File: src/rtl/axis_pkt_gen_if.sv
// AXI4-Stream bundle shared by the packet generator and whatever consumes it.
// DATA_BYTES / DEST_WIDTH here must match the generator's parameters of the same name.
interface AXIS_int #(
    parameter int DATA_BYTES = 8,
    parameter int DEST_WIDTH = 4,
    parameter int ID_WIDTH   = 1,
    parameter int USER_WIDTH = 1
);
    logic                    tvalid;
    logic                    tready;
    logic [DATA_BYTES*8-1:0] tdata;
    logic [DATA_BYTES-1:0]   tkeep;
    logic [DATA_BYTES-1:0]   tstrb;
    logic                    tlast;
    logic [ID_WIDTH-1:0]     tid;
    logic [DEST_WIDTH-1:0]   tdest;
    logic [USER_WIDTH-1:0]   tuser;

    modport Master (output tvalid, tdata, tkeep, tstrb, tlast, tid, tdest, tuser, input tready);
    modport Slave  (input tvalid, tdata, tkeep, tstrb, tlast, tid, tdest, tuser, output tready);
endinterface

File: src/rtl/axis_pkt_gen.sv
// AXI4-Stream packet generator: num_pkts packets of pkt_blen bytes, payload (seed+p+k), rotating tdest.
// Define AXIS_PKT_GEN_ERR_INJECT_EN to flip byte 0 of packet err_pkt_idx.
module axis_pkt_gen #(
    parameter int MTU_BYTES  = 1500,
    parameter int MAX_PKTS   = 256,
    parameter int CNT_W      = $clog2(MAX_PKTS) + 1,
    parameter int DATA_BYTES = 8,
    parameter int DEST_WIDTH = 4
) (
    input  logic                        clk,
    input  logic                        aresetn,
    AXIS_int.Master                     axis_out,
    input  logic                        start,
    input  logic [CNT_W-1:0]            num_pkts,
    input  logic [$clog2(MTU_BYTES):0]  pkt_blen,
    input  logic [DEST_WIDTH-1:0]       dest_base,
    input  logic [DEST_WIDTH-1:0]       num_dests,
    input  logic [7:0]                  seed,
    input  logic [CNT_W-1:0]            err_pkt_idx,
    output logic                        busy,
    output logic                        done,
    output logic [CNT_W-1:0]            pkts_sent
);
    localparam int DB    = DATA_BYTES;
    localparam int LEN_W = $clog2(MTU_BYTES) + 1;

    typedef enum logic [1:0] {IDLE, SEND, DONE} state_t;

    state_t                state_q;
    logic [CNT_W-1:0]      num_q, pkt_q, sent_q;
    logic [LEN_W-1:0]      len_q, k_q;
    logic [DEST_WIDTH-1:0] dbase_q, ndest_q, doff_q;
    logic [7:0]            seed_q;
    logic                  tvalid_q, tlast_q, busy_q, done_q;
    logic [DB*8-1:0]       tdata_q;
    logic [DB-1:0]         tkeep_q;
    logic [DEST_WIDTH-1:0] tdest_q;

    logic [LEN_W-1:0]      len_in, b_len, b_k;
    logic [DEST_WIDTH-1:0] ndest_in, b_doff, b_dest;
    logic [CNT_W-1:0]      b_p;
    logic [7:0]            b_seed;
    logic [DB*8-1:0]       b_data;
    logic [DB-1:0]         b_keep;
    logic                  b_last;

`ifdef AXIS_PKT_GEN_ERR_INJECT_EN
    logic [CNT_W-1:0]      err_q, b_err;
`else
    logic                  unused_err;
    assign unused_err = ^err_pkt_idx;
`endif

    // Next beat to present: first beat of the run (from live inputs in IDLE),
    // next beat of the current packet, or first beat of the following packet.
    always_comb begin
        len_in = pkt_blen;
        if (pkt_blen == '0)                   len_in = LEN_W'(1);
        else if (int'(pkt_blen) > MTU_BYTES)  len_in = LEN_W'(MTU_BYTES);
        ndest_in = (num_dests == '0) ? DEST_WIDTH'(1) : num_dests;

        b_seed = seed_q;
        b_len  = len_q;
        b_p    = pkt_q;
        b_k    = k_q + LEN_W'(DB);
        b_doff = doff_q;
        b_dest = dbase_q;
`ifdef AXIS_PKT_GEN_ERR_INJECT_EN
        b_err  = err_q;
`endif
        if (state_q == IDLE) begin
            b_seed = seed;
            b_len  = len_in;
            b_p    = '0;
            b_k    = '0;
            b_doff = '0;
            b_dest = dest_base;
`ifdef AXIS_PKT_GEN_ERR_INJECT_EN
            b_err  = err_pkt_idx;
`endif
        end else if (tlast_q) begin
            b_p    = pkt_q + CNT_W'(1);
            b_k    = '0;
            b_doff = (doff_q + DEST_WIDTH'(1) == ndest_q) ? '0 : doff_q + DEST_WIDTH'(1);
        end

        b_data = '0;
        b_keep = '0;
        for (int i = 0; i < DB; i++) begin
            if (int'(b_k) + i < int'(b_len)) begin
                b_keep[i]      = 1'b1;
                b_data[i*8 +: 8] = b_seed + 8'(b_p) + 8'(b_k) + 8'(i);
            end
        end
`ifdef AXIS_PKT_GEN_ERR_INJECT_EN
        if (b_p == b_err && b_k == '0) b_data[7:0] = b_data[7:0] ^ 8'hFF;
`endif
        b_last = int'(b_k) + DB >= int'(b_len);
        b_dest = b_dest + b_doff;
    end

    always_ff @(posedge clk or negedge aresetn) begin
        if (!aresetn) begin
            state_q  <= IDLE;
            num_q    <= '0;
            pkt_q    <= '0;
            sent_q   <= '0;
            len_q    <= '0;
            k_q      <= '0;
            dbase_q  <= '0;
            ndest_q  <= '0;
            doff_q   <= '0;
            seed_q   <= '0;
            tvalid_q <= 1'b0;
            tlast_q  <= 1'b0;
            tdata_q  <= '0;
            tkeep_q  <= '0;
            tdest_q  <= '0;
            busy_q   <= 1'b0;
            done_q   <= 1'b0;
`ifdef AXIS_PKT_GEN_ERR_INJECT_EN
            err_q    <= '0;
`endif
        end else begin
            done_q <= 1'b0;
            case (state_q)
                IDLE: if (start) begin
                    num_q   <= num_pkts;
                    len_q   <= len_in;
                    dbase_q <= dest_base;
                    ndest_q <= ndest_in;
                    seed_q  <= seed;
`ifdef AXIS_PKT_GEN_ERR_INJECT_EN
                    err_q   <= err_pkt_idx;
`endif
                    sent_q  <= '0;
                    busy_q  <= 1'b1;
                    if (num_pkts == '0) begin
                        state_q <= DONE;
                        done_q  <= 1'b1;
                    end else begin
                        state_q  <= SEND;
                        tvalid_q <= 1'b1;
                        tdata_q  <= b_data;
                        tkeep_q  <= b_keep;
                        tlast_q  <= b_last;
                        tdest_q  <= b_dest;
                        pkt_q    <= b_p;
                        k_q      <= b_k;
                        doff_q   <= b_doff;
                    end
                end
                SEND: if (tvalid_q && axis_out.tready) begin
                    if (tlast_q) sent_q <= sent_q + CNT_W'(1);
                    if (tlast_q && pkt_q == num_q - CNT_W'(1)) begin
                        state_q  <= DONE;
                        done_q   <= 1'b1;
                        tvalid_q <= 1'b0;
                        tlast_q  <= 1'b0;
                    end else begin
                        tdata_q <= b_data;
                        tkeep_q <= b_keep;
                        tlast_q <= b_last;
                        tdest_q <= b_dest;
                        pkt_q   <= b_p;
                        k_q     <= b_k;
                        doff_q  <= b_doff;
                    end
                end
                DONE: begin
                    state_q <= IDLE;
                    busy_q  <= 1'b0;
                end
                default: state_q <= IDLE;
            endcase
        end
    end

    assign axis_out.tvalid = tvalid_q;
    assign axis_out.tdata  = tdata_q;
    assign axis_out.tkeep  = tkeep_q;
    assign axis_out.tstrb  = tkeep_q;
    assign axis_out.tlast  = tlast_q;
    assign axis_out.tdest  = tdest_q;
    assign axis_out.tid    = '0;
    assign axis_out.tuser  = '0;
    assign busy            = busy_q;
    assign done            = done_q;
    assign pkts_sent       = sent_q;
endmodule

File: src/flat_wrapper.sv
// flat-port wrapper written by rule: the top's interface ports become plain ports
module axis_pkt_gen_flat 
#(
    parameter int MTU_BYTES  = 1500,
    parameter int MAX_PKTS   = 256,
    parameter int CNT_W      = $clog2(MAX_PKTS) + 1,
    parameter int DATA_BYTES = 8,
    parameter int DEST_WIDTH = 4
)
  (clk, aresetn, start, num_pkts, pkt_blen, dest_base, num_dests, seed, err_pkt_idx, busy, done, pkts_sent, axis_out_tvalid, axis_out_tdata, axis_out_tkeep, axis_out_tstrb, axis_out_tlast, axis_out_tid, axis_out_tdest, axis_out_tuser, axis_out_tready);
  AXIS_int #(.DATA_BYTES(DATA_BYTES), .DEST_WIDTH(DEST_WIDTH)) axis_out_i ();
  input  logic clk;
  input  logic aresetn;
  input  logic start;
  input  logic [CNT_W-1:0] num_pkts;
  input  logic [$clog2(MTU_BYTES):0] pkt_blen;
  input  logic [DEST_WIDTH-1:0] dest_base;
  input  logic [DEST_WIDTH-1:0] num_dests;
  input  logic [7:0] seed;
  input  logic [CNT_W-1:0] err_pkt_idx;
  output logic busy;
  output logic done;
  output logic [CNT_W-1:0] pkts_sent;
  output wire logic [$bits(axis_out_i.tvalid)-1:0] axis_out_tvalid;
  output wire logic [$bits(axis_out_i.tdata)-1:0] axis_out_tdata;
  output wire logic [$bits(axis_out_i.tkeep)-1:0] axis_out_tkeep;
  output wire logic [$bits(axis_out_i.tstrb)-1:0] axis_out_tstrb;
  output wire logic [$bits(axis_out_i.tlast)-1:0] axis_out_tlast;
  output wire logic [$bits(axis_out_i.tid)-1:0] axis_out_tid;
  output wire logic [$bits(axis_out_i.tdest)-1:0] axis_out_tdest;
  output wire logic [$bits(axis_out_i.tuser)-1:0] axis_out_tuser;
  input wire logic [$bits(axis_out_i.tready)-1:0] axis_out_tready;
  assign axis_out_tvalid = axis_out_i.tvalid;
  assign axis_out_tdata = axis_out_i.tdata;
  assign axis_out_tkeep = axis_out_i.tkeep;
  assign axis_out_tstrb = axis_out_i.tstrb;
  assign axis_out_tlast = axis_out_i.tlast;
  assign axis_out_tid = axis_out_i.tid;
  assign axis_out_tdest = axis_out_i.tdest;
  assign axis_out_tuser = axis_out_i.tuser;
  assign axis_out_i.tready = axis_out_tready;
  axis_pkt_gen #(.MTU_BYTES(MTU_BYTES), .MAX_PKTS(MAX_PKTS), .CNT_W(CNT_W), .DATA_BYTES(DATA_BYTES), .DEST_WIDTH(DEST_WIDTH)) u_core (.clk(clk), .aresetn(aresetn), .axis_out(axis_out_i), .start(start), .num_pkts(num_pkts), .pkt_blen(pkt_blen), .dest_base(dest_base), .num_dests(num_dests), .seed(seed), .err_pkt_idx(err_pkt_idx), .busy(busy), .done(done), .pkts_sent(pkts_sent));
endmodule
File: config.mk
export PLATFORM = sky130hd
export DESIGN_NAME = axis_pkt_gen_flat
export DESIGN_NICKNAME = d
export VERILOG_FILES = /design/src/rtl/axis_pkt_gen_if.sv /design/src/rtl/axis_pkt_gen.sv /design/src/flat_wrapper.sv
export SDC_FILE = /design/constraint.sdc
export NUM_CORES = 1
export LEC_CHECK = 0
export ABC_AREA = 1
export CAP_MARGIN = 30
export CORE_UTILIZATION = 63
export CTS_BUF_LIST = sky130_fd_sc_hd__clkbuf_4
export CTS_CLUSTER_SIZE = 24
export DETAILED_ROUTE_END_ITERATION = 12
export MAX_ROUTING_LAYER = met4
export PLACE_DENSITY = 0.88
export SLEW_MARGIN = 30
export SYNTH_ARGS = -nofsm -noshare
export SYNTH_HDL_FRONTEND = slang
export SYNTH_SLANG_ARGS = --single-unit
File: constraint.sdc
create_clock -name clk -period 9.8 [get_ports clk]
set_input_delay 1.96 -clock clk [delete_from_list [all_inputs] [get_ports clk]]
set_output_delay 1.96 -clock clk [all_outputs]
set_load 0.1 [all_outputs]
; ---- After elaboration in Yosys (flattened, before gate mapping)
; Index checks and enable logic that the tools add are counted.
[classes]
addsub = 23
magnitude_cmp = 10
n_eq_ne = 10
mux = 85
n_reduce_logical = 15
[ops]
columns = operator, count
row1 = two-way mux 64 bit, 4
row2 = < comparator 32 x 13 -> 1 bit, 7
row3 = case mux 64 bit (2 select lines), 1
row4 = two-way mux 12 bit, 9
row5 = two-way mux 8 bit, 13
row6 = two-way mux 9 bit, 9
row7 = adder 12 x 3 -> 13 bit (second input constant), 4
row8 = two-way mux 4 bit, 13
row9 = case mux 9 bit (2 select lines), 2
row10 = adder 8 x 3 -> 8 bit (second input constant), 4
row11 = greater-or-equal comparator 32 x 13 -> 1 bit, 1
row12 = adder 12 x 2 -> 13 bit (second input constant), 2
row13 = case mux 12 bit (2 select lines), 1
row14 = two-way mux 1 bit, 21
row15 = adder 9 x 1 -> 9 bit (second input constant), 2
row16 = adder 8 x 2 -> 8 bit (second input constant), 2
row17 = adder 8 bit, 2
row18 = case mux 4 bit (2 select lines), 2
row19 = case mux 8 bit (2 select lines), 1
row20 = adder 12 x 1 -> 13 bit (second input constant), 1
row21 = adder 12 x 4 -> 13 bit (second input constant), 1
row22 = adder 12 x 4 -> 12 bit (second input constant), 1
row23 = > comparator 12 x 11 -> 1 bit (second input constant), 1
row24 = zero test 12 bit, 1
row25 = 23 further kinds, 38
[totals]
register_bits = 153
input_bits = 50
output_inout_bits = 99
word_cells = 160

; ---- Depth between registers and ports, before layout
; Gate-level depths: netlist of the first run.
[logic_depth]
ltp_word = 10
depth_mapped = 25
mapped_depth_nobuf = 25

; ---- Worst setup path before layout of the first run
; Ideal clock, no wire load.
[synth_timing]
path_type = input-to-reg
startpoint = input seed[1]
endpoint = register u_core.tdata_q[61], in the netlist u_core.axis_out.tdata[61]
setup_time_ns = 0.068
arrival_time_ns = 4.689
required_time_ns = 9.732
slack_ns = 5.043
cell_stages = 16
n_path_buf = 1
cell_sequence = inv_1 -> nand2_1 -> o21ai_0 -> fa_1 -> inv_1 -> ha_1 -> fa_1 -> clkbuf_1 -> inv_1 -> ha_1 -> inv_1 -> a21oi_1 -> nor3_1 -> xnor2_1 -> nand3_1 -> nand2_1
[synth_between]
elab_chain_cells = 8
word_cells_on_any_way = 10
classes_between = add/sub: 3 / mux: 7
[synth_rtl]
columns = element, line_no
row1 = "start, declared", flat_wrapper.sv:19  ; input logic [7:0] seed;
row2 = two-way mux 8 bit *, axis_pkt_gen.sv:71  ; if (state_q == IDLE) begin
row3 = adder 8 bit * (2 in a row), axis_pkt_gen.sv:92  ; b_data[i*8 +: 8] = b_seed + 8'(b_p) + 8'(b_k) + 8'(i);
row4 = adder 8 x 3 -> 8 bit *, axis_pkt_gen.sv:92
row5 = two-way mux 8 bit *, axis_pkt_gen.sv:90  ; if (int'(b_k) + i < int'(b_len)) begin
row6 = "two-way mux 64 bit, on equally long branches", "axis_pkt_gen.sv:155, axis_pkt_gen.sv:138"
row7 = "two-way mux 64 bit, on equally long branches", "axis_pkt_gen.sv:153, axis_pkt_gen.sv:127"
row8 = case mux 64 bit (2 select lines) *, axis_pkt_gen.sv:126  ; case (state_q)
row9 = "end signal, assigned", axis_pkt_gen.sv:144  ; tdata_q <= b_data;
row10 = "end signal, assigned", axis_pkt_gen.sv:161  ; tdata_q <= b_data;
row11 = "end, declared", axis_pkt_gen.sv:35  ; logic [DB*8-1:0] tdata_q;
; Mark *: on every way between the ends. The rest lies on a longest branch, timed or not. The select of a mux whose other input is x is not followed.
; A chain may end at the register's enable or synchronous reset.

; ---- Worst setup path after layout of the first run
[layout_timing]
startpoint = register u_core.state_q[0]
endpoint = register u_core.tdata_q[45], in the netlist u_core.axis_out.tdata[45]
[layout_between]
word_cells_on_any_way = 23
classes_between = add/sub: 4 / order compare: 1 / eq/ne: 5 / mux: 10 / reduce/logical: 3
[layout_rtl]
columns = element, line_no
row1 = "start, declared", axis_pkt_gen.sv:29  ; state_t state_q;
row2 = "start signal, assigned", axis_pkt_gen.sv:104  ; state_q <= IDLE;
row3 = "start signal, assigned", axis_pkt_gen.sv:139  ; state_q <= DONE;
row4 = "start signal, assigned", axis_pkt_gen.sv:142  ; state_q <= SEND;
row5 = zero test 2 bit *, axis_pkt_gen.sv:71
row6 = two-way mux 12 bit *, axis_pkt_gen.sv:71
row7 = via u_core.b_k[1], axis_pkt_gen.sv:39  ; logic [LEN_W-1:0] len_in, b_len, b_k;
row8 = adder 12 x 3 -> 13 bit / adder 8 bit (equally long branches), "axis_pkt_gen.sv:90, axis_pkt_gen.sv:92"
row9 = < comparator 32 x 13 -> 1 bit / adder 8 x 3 -> 8 bit (equally long branches), "axis_pkt_gen.sv:90, axis_pkt_gen.sv:92"
row10 = two-way mux 8 bit *, axis_pkt_gen.sv:90
row11 = "two-way mux 64 bit, on equally long branches", "axis_pkt_gen.sv:155, axis_pkt_gen.sv:138"
row12 = "two-way mux 64 bit, on equally long branches", "axis_pkt_gen.sv:153, axis_pkt_gen.sv:127"
row13 = case mux 64 bit (2 select lines) *, axis_pkt_gen.sv:126
; The timed path passes the listed nets; every way through them passes the cells marked *. The select of a mux whose other input is x is not followed.

==> metrics.csv, run 1 <==
metric,value,unit
core-area,18100,um^2
worstSetupPathType,flop to flop,
clk_path_buf_depth,2,
finalCriticalPeriod,5.67,ns
p_leak,7.07,nW
ys_ff_latch,153,
finalCritPeriodShare,57.8,%
tightest_slew,1.06,ns
stdcell_count,1923,
drv_slew,0,
pre_cts_ws,3.97,ns
stdcell_area,13600,um^2
crit_arrival,6.16,ns
power.density,98.4,nW/um^2
ioPinCount,149,
r2r-end,u_core.axis_out.tdata[45],
cts_root_buf,clkbuf_4,
ys_seq_area_share,32.6,%
place_area,13200,um^2
grt_pass1_wl,52500,um
drc,17,
reg2reg_depth,15,
place_congestion,0.951,
whs_path_depth,2,
crit_path_max_fanout,32,
drtPass1Iterations,10,
cts_buffers,17,
status,"finished, violations left",
start_util,64.9,%
portBuffers,137,
dominantRegCellSynth,dfrtp_1,
grt_overflow_total,0,
fp-row-count,49,
setup_ws,4.13,ns
vias_per_cell,5.77,
worstReg2RegStart,u_core.state_q[0],
vdd_ir_drop_max,80.0,uV
htreeDepth,4,
holdWs,0.494,ns
crit_path_cell_trace,nor2_4 -> inv_2 -> nand2_2 -> nor2_1 -> inv_1 -> fa_1 -> inv_1 -> ha_1 -> fa_1 -> inv_1 -> ha_1 -> a21oi_1 -> nor3_1 -> xor2_1 -> o21ai_1,
skew,0.0418,ns
drt_wl_total,31800,um
syn_area,11700,um^2
min_to,u_core.len_q[4],
syn_to_final_growth,15.6,%
cts_tree,yes,
grt_pass1_vias,10605,
start_kind,flop,
synthCells,1559,
cp-end-kind,flop,
cpPeakStageDelay,0.95,ns
crit_slowest_cell,fa_1,
insertion_delay,0.61,ns
dp_cells,1890,
async_flop_share,100,%
synth_edf_count,0,
slew_headroom,29.4,%
drive_gt1_share,4.78,%
antenna_left,0,
ctsHoldBuffers,0,
synth_cell_types,47,
dp.final_hpwl,23400,um
fin_nets,1866,
dieArea,19200,um^2
min-delay-start,u_core.len_q[4],
cap_violations,0,
die_x,138,um
num_vias,11092,
cpMostUsedCell,inv_1,
hold_class,flop to flop,
drt_iter0_drc,811,
setup_tns,0,ns
syn_avg_cell_area,7.53,um^2
post_cts_buffers,0,
cts_resized,0,
yosysWarnings,0,
hold_viol_final,0,
crit_buf_inv,4,
antenna_found_initial,1,
finalSetupViolations,0,
reg2reg_slack,4.13,ns
crit_required,10.30,ns
wl_per_cell,16.5,um
grt_use_total,35.5,%
violations,DRC,
rsz0062_at_grt,false,
cp_top_family,adder cells,
clk_pin_slew,0.14,ns
clock.fmax,176,MHz
die_h,138,um
grt_max_degree,103,
clock_sinks,153,
==> power by group <==
part           total, mW  internal (mW)  switching (mW)
clock network      0.446          0.182           0.263
logic              0.243         0.0845           0.158
registers          0.647          0.641         0.00613
total               1.34          0.908           0.427
==> layout by cell type, fill, tap and decap left out, drive strengths merged, types with 21 or more instances in the layout <==
cell           instances
a21oi                 71
clkdlybuf4s50        136
dfrtp                153
ha                   127
inv                  185
nand2                464
nand3                 75
nor2                 101
nor3                  21
o21ai                150
xor2                  88
==> cell families after synthesis <==
logic type / share of synthesized area [%]
other: 0.0320
AO/OA/AOI/OAI: 11.6
AND/OR/NAND/NOR: 24.7
XOR/XNOR: 8.19
flip-flops: 32.6
buffers and inverters: 7.78
adder cells (fa/ha/maj): 15.1
==> registers in the layout (all words and copies together), names as in the netlist <==
register	count
u_core.axis_out.tkeep	8
u_core.doff_q	4
u_core.len_q	12
u_core.pkts_sent	9
u_core.busy	1
u_core.axis_out.tvalid	1
u_core.ndest_q	4
u_core.k_q	12
u_core.seed_q	8
u_core.state_q	2
u_core.num_q	9
u_core.axis_out.tdata	64
u_core.axis_out.tdest	4
u_core.axis_out.tlast	1
u_core.done	1
u_core.dbase_q	4
u_core.pkt_q	9
==> routing by layer <==
layer	vias to the layer above	GRT usage [%]	routed length, um
met2	523	56.2	14900
met3	99	6.51	2490
met4	0	17.5	1290
li1	5280	-	-
met1	5190	43.9	13100
met5	-	-	0
==> stage by stage <==
stage,util (%),total power [mW]
CTS,74.9,1.33
detailed placement,73.2,0.893
global route,75.0,1.39
finish,75.0,1.34
floorplan,-,0.814
global placement,73.1,0.884
==> worst max path at each step <==
stage / from / end / cells past startpoint
global placement: pkt_blen[7] / u_core.axis_out.tdata[9] / 15
floorplan: seed[1] / u_core.axis_out.tdata[61] / 16
CTS: u_core.state_q[0] / u_core.axis_out.tdata[63] / 19
detailed placement: pkt_blen[7] / u_core.axis_out.tdata[21] / 15
global route: u_core.state_q[0] / u_core.axis_out.tdata[23] / 22
finish: u_core.state_q[0] / u_core.axis_out.tdata[45] / 15
==> tightest hold or removal path, stage by stage (launching register included) <==
cell	delay, ns
dfrtp_1	0.37
nand2_1	0.05
nand2_1	0.05
==> cells in the mapped netlist (4+ instances only) <==
library cell	n	share of area [%]
a31oi_1	4	0.21
xnor2_1	19	1.4
ha_1	127	14
o21ai_0	142	6.1
o21ai_1	8	0.34
inv_2	6	0.19
nor3_1	18	0.77
o31ai_1	5	0.32
nor2_2	7	0.37
buf_2	16	0.68
nand2_2	6	0.32
inv_1	173	5.5
o211ai_1	6	0.38
clkbuf_1	15	0.48
o21a_1	5	0.32
fa_1	9	1.5
nand3_1	72	3.1
nand4_1	11	0.59
buf_4	11	0.70
a21oi_1	70	3.0
nor2_1	87	2.8
nand2_1	457	15
o21bai_1	5	0.32
dfrtp_1	153	33
nor2_4	5	0.48
xor2_1	87	6.5
==> final cells by class <==
type / instances / area [um^2]
repair buffers: 145 / 1440
multi-input cells: 1182 / 7010
fillers: 1341 / 4520
inverters: 181 / 679
diodes: 1 / 2.50
clock inverters: 15 / 188
flip-flops and latches: 153 / 3830
well taps: 229 / 287
clock buffers: 17 / 128
Note: power is estimated with default switching activity, not from simulation.
==> run 2, diff against run 1 <==
CORE_UTILIZATION = 53   (was 63)
PLACE_DENSITY = 0.79   (was 0.88)
clock period = 5.03 ns   (was 9.8 ns; I/O delays follow)
==> run 2 against run 1 <==
  * Die area increased by 19%
  * The run now ends clean
  * Global-route usage decreased by 6.3 points
  * Sequential power increased by 95%
  * First-iteration DRC count decreased by 3.5%
  * Sequential share of layout area decreased by 0.53 points
  * Critical path type unchanged
==> metrics.csv, run 2 (same netlist as run 1, synthesis figures left out) <==
metric,value,unit,change
wl_per_cell,15.6,um,was 16.5 um
ioPinCount,149,,unchanged
drv_slew,0,,unchanged
grt_pass1_vias,10193,,was 10.6k
dp_cells,1970,,was 1890
dp.final_hpwl,24100,um,was 23400 um
power.total,2.58,mW,was 1.34 mW
clock.fmax,225,MHz,was 176 MHz
slew_headroom,30.6,%,was 29.4%
fin_nets,1895,,was 1866
fillCellCount,1918,,was 1341
core-area,21800,um^2,was 18100 um^2
use_met2,45.5,%,was 56.2%
drtPass1Iterations,5,,was 10
power.density,187,nW/um^2,was 98.4 nW/um^2
final_common_cell,nand2_1,,unchanged
cp-end-kind,flop,,unchanged
cts_buffers,17,,unchanged
grt_max_degree,85,,was 103
drt_wl_total,31200,um,was 31800 um
clk_pin_slew,0.16,ns,was 0.14 ns
crit_required,5.55,ns,was 10.30 ns
grt_use_total,29.2,%,was 35.5%
tightest_slew,1.04,ns,was 1.06 ns
antenna_found_initial,1,,unchanged
place_congestion,0.933,,was 0.951
status,finished clean,,"was finished, violations left"
antenna_left,0,,unchanged
top_usage_layer,met2,,unchanged
start_kind,flop,,unchanged
fp-row-count,54,,was 49
dieArea,22700,um^2,was 19200 um^2
finalSetupViolations,0,,unchanged
worstSetupPathType,flop to flop,,unchanged
holdWs,0.412,ns,was 0.494 ns
final_cell_mix,"nand2_1, inv_1, dfrtp_1",,unchanged
crit_path_max_fanout,8,,was 32
die_h,151,um,was 138 um
grt_overflow_total,0,,unchanged
use_met3,3.70,%,was 6.51%
syn_to_final_growth,17.8,%,was 15.6%
ctsHoldBuffers,0,,unchanged
drt_iter0_drc,783,,was 811
stdcell_count,2003,,was 1923
cap_violations,0,,unchanged
met1_usage,38.6,%,was 43.9%
vias_per_cell,5.45,,was 5.77
crit_arrival,4.97,ns,was 6.16 ns
start_util,53.9,%,was 64.9%
cts_resized,0,,unchanged
cts_root_buf,clkbuf_4,,unchanged
drive_gt1_share,6.27,%,was 4.78%
reg2reg_slack,0.58,ns,was 4.13 ns
skew,0.0309,ns,was 0.0418 ns
largest_reg_flops,64,,unchanged
htreeDepth,4,,unchanged
setup_tns,0,ns,unchanged
vdd_ir_drop_max,169,uV,was 80.0 uV
cts_tree,yes,,unchanged
stdcell_area,13800,um^2,was 13600 um^2
num_vias,10919,,was 11.1k
post_cts_buffers,0,,unchanged
drc,0,,was 17
rsz0062_at_grt,false,,unchanged
finalCriticalPeriod,4.45,ns,was 5.67 ns
clock_sinks,153,,unchanged
finalCritPeriodShare,88.5,%,was 57.8%
clk_path_buf_depth,2,,unchanged
hold_class,input port to asynchronous set/reset pin,,was flop to flop
die_x,151,um,was 138 um
hold_viol_final,0,,unchanged
place_area,13500,um^2,was 13200 um^2
portBuffers,137,,unchanged
grt_pass1_wl,50200,um,was 52500 um
insertion_delay,0.59,ns,was 0.61 ns
p_leak,7.20,nW,was 7.07 nW
[run 2: routing by layer]
metal  share of wire, %  up-vias  wire length [um]
li1                   -     5317                 -
met2                 46      433             14400
met4                3.2        0              1000
met3                6.2       68              1950
met5                  0        -                 0
met1                 44     5101             13800
[run 2: worst paths after layout]
path | start | end | cells after the start
worst max-delay path | u_core.axis_out.tlast | u_core.axis_out.tdata[15] | 21
worst min-delay path | aresetn | u_core.axis_out.tdata[30] | 1
worst max register to register | u_core.axis_out.tlast | u_core.axis_out.tdata[15] | 21
worst min register to register | u_core.axis_out.tdata[20] | u_core.axis_out.tdata[20] | 2
max in group asynchronous | aresetn | u_core.k_q[3] | 2
min in group clk | u_core.axis_out.tdata[20] | u_core.axis_out.tdata[20] | 2
[run 2: layout make-up]
cell class | instances | area [um^2] | share of cell area [%]
diodes | 1 | 2.50 | 0.0181
clock buffers | 18 | 135 | 0.977
clock inverters | 14 | 171 | 1.24
inverters | 181 | 679 | 4.91
multi-input cells | 1182 | 7010 | 50.7
flip-flops and latches | 153 | 3830 | 27.7
well taps | 280 | 350 | 2.53
repair buffers | 174 | 1650 | 11.9
[run 2: worst max-delay path, cell delays in order (launching register included)]
cell	delay [ns]
dfrtp_1	0.49
inv_1	0.22
nand2_2	0.19
nor2_1	0.54
ha_1	0.36
nand2_1	0.11
nor2_2	0.21
inv_1	0.06
nor2_1	0.22
nand3_1	0.16
nand2_1	0.14
nand2_1	0.05
o21ai_1	0.10
inv_1	0.06
ha_1	0.29
nand2_1	0.06
o21a_1	0.11
o211ai_1	0.08
buf_4	0.17
nor2_1	0.55
nand2_1	0.14
nand2_1	0.09
[run 2: through the flow]
stage          setup WS [ns]  utilization, %
2_1_floorplan          0.508               -
5_1_grt                0.457            63.5
3_3_place_gp           0.454            62.1
6_report               0.578            63.5
3_5_place_dp           0.288            62.1
4_1_cts                0.684            63.5
[run 2: power by group]
part	switching [mW]	internal [mW]
clock	0.481	0.353
combinational	0.304	0.180
sequential	0.0115	1.25
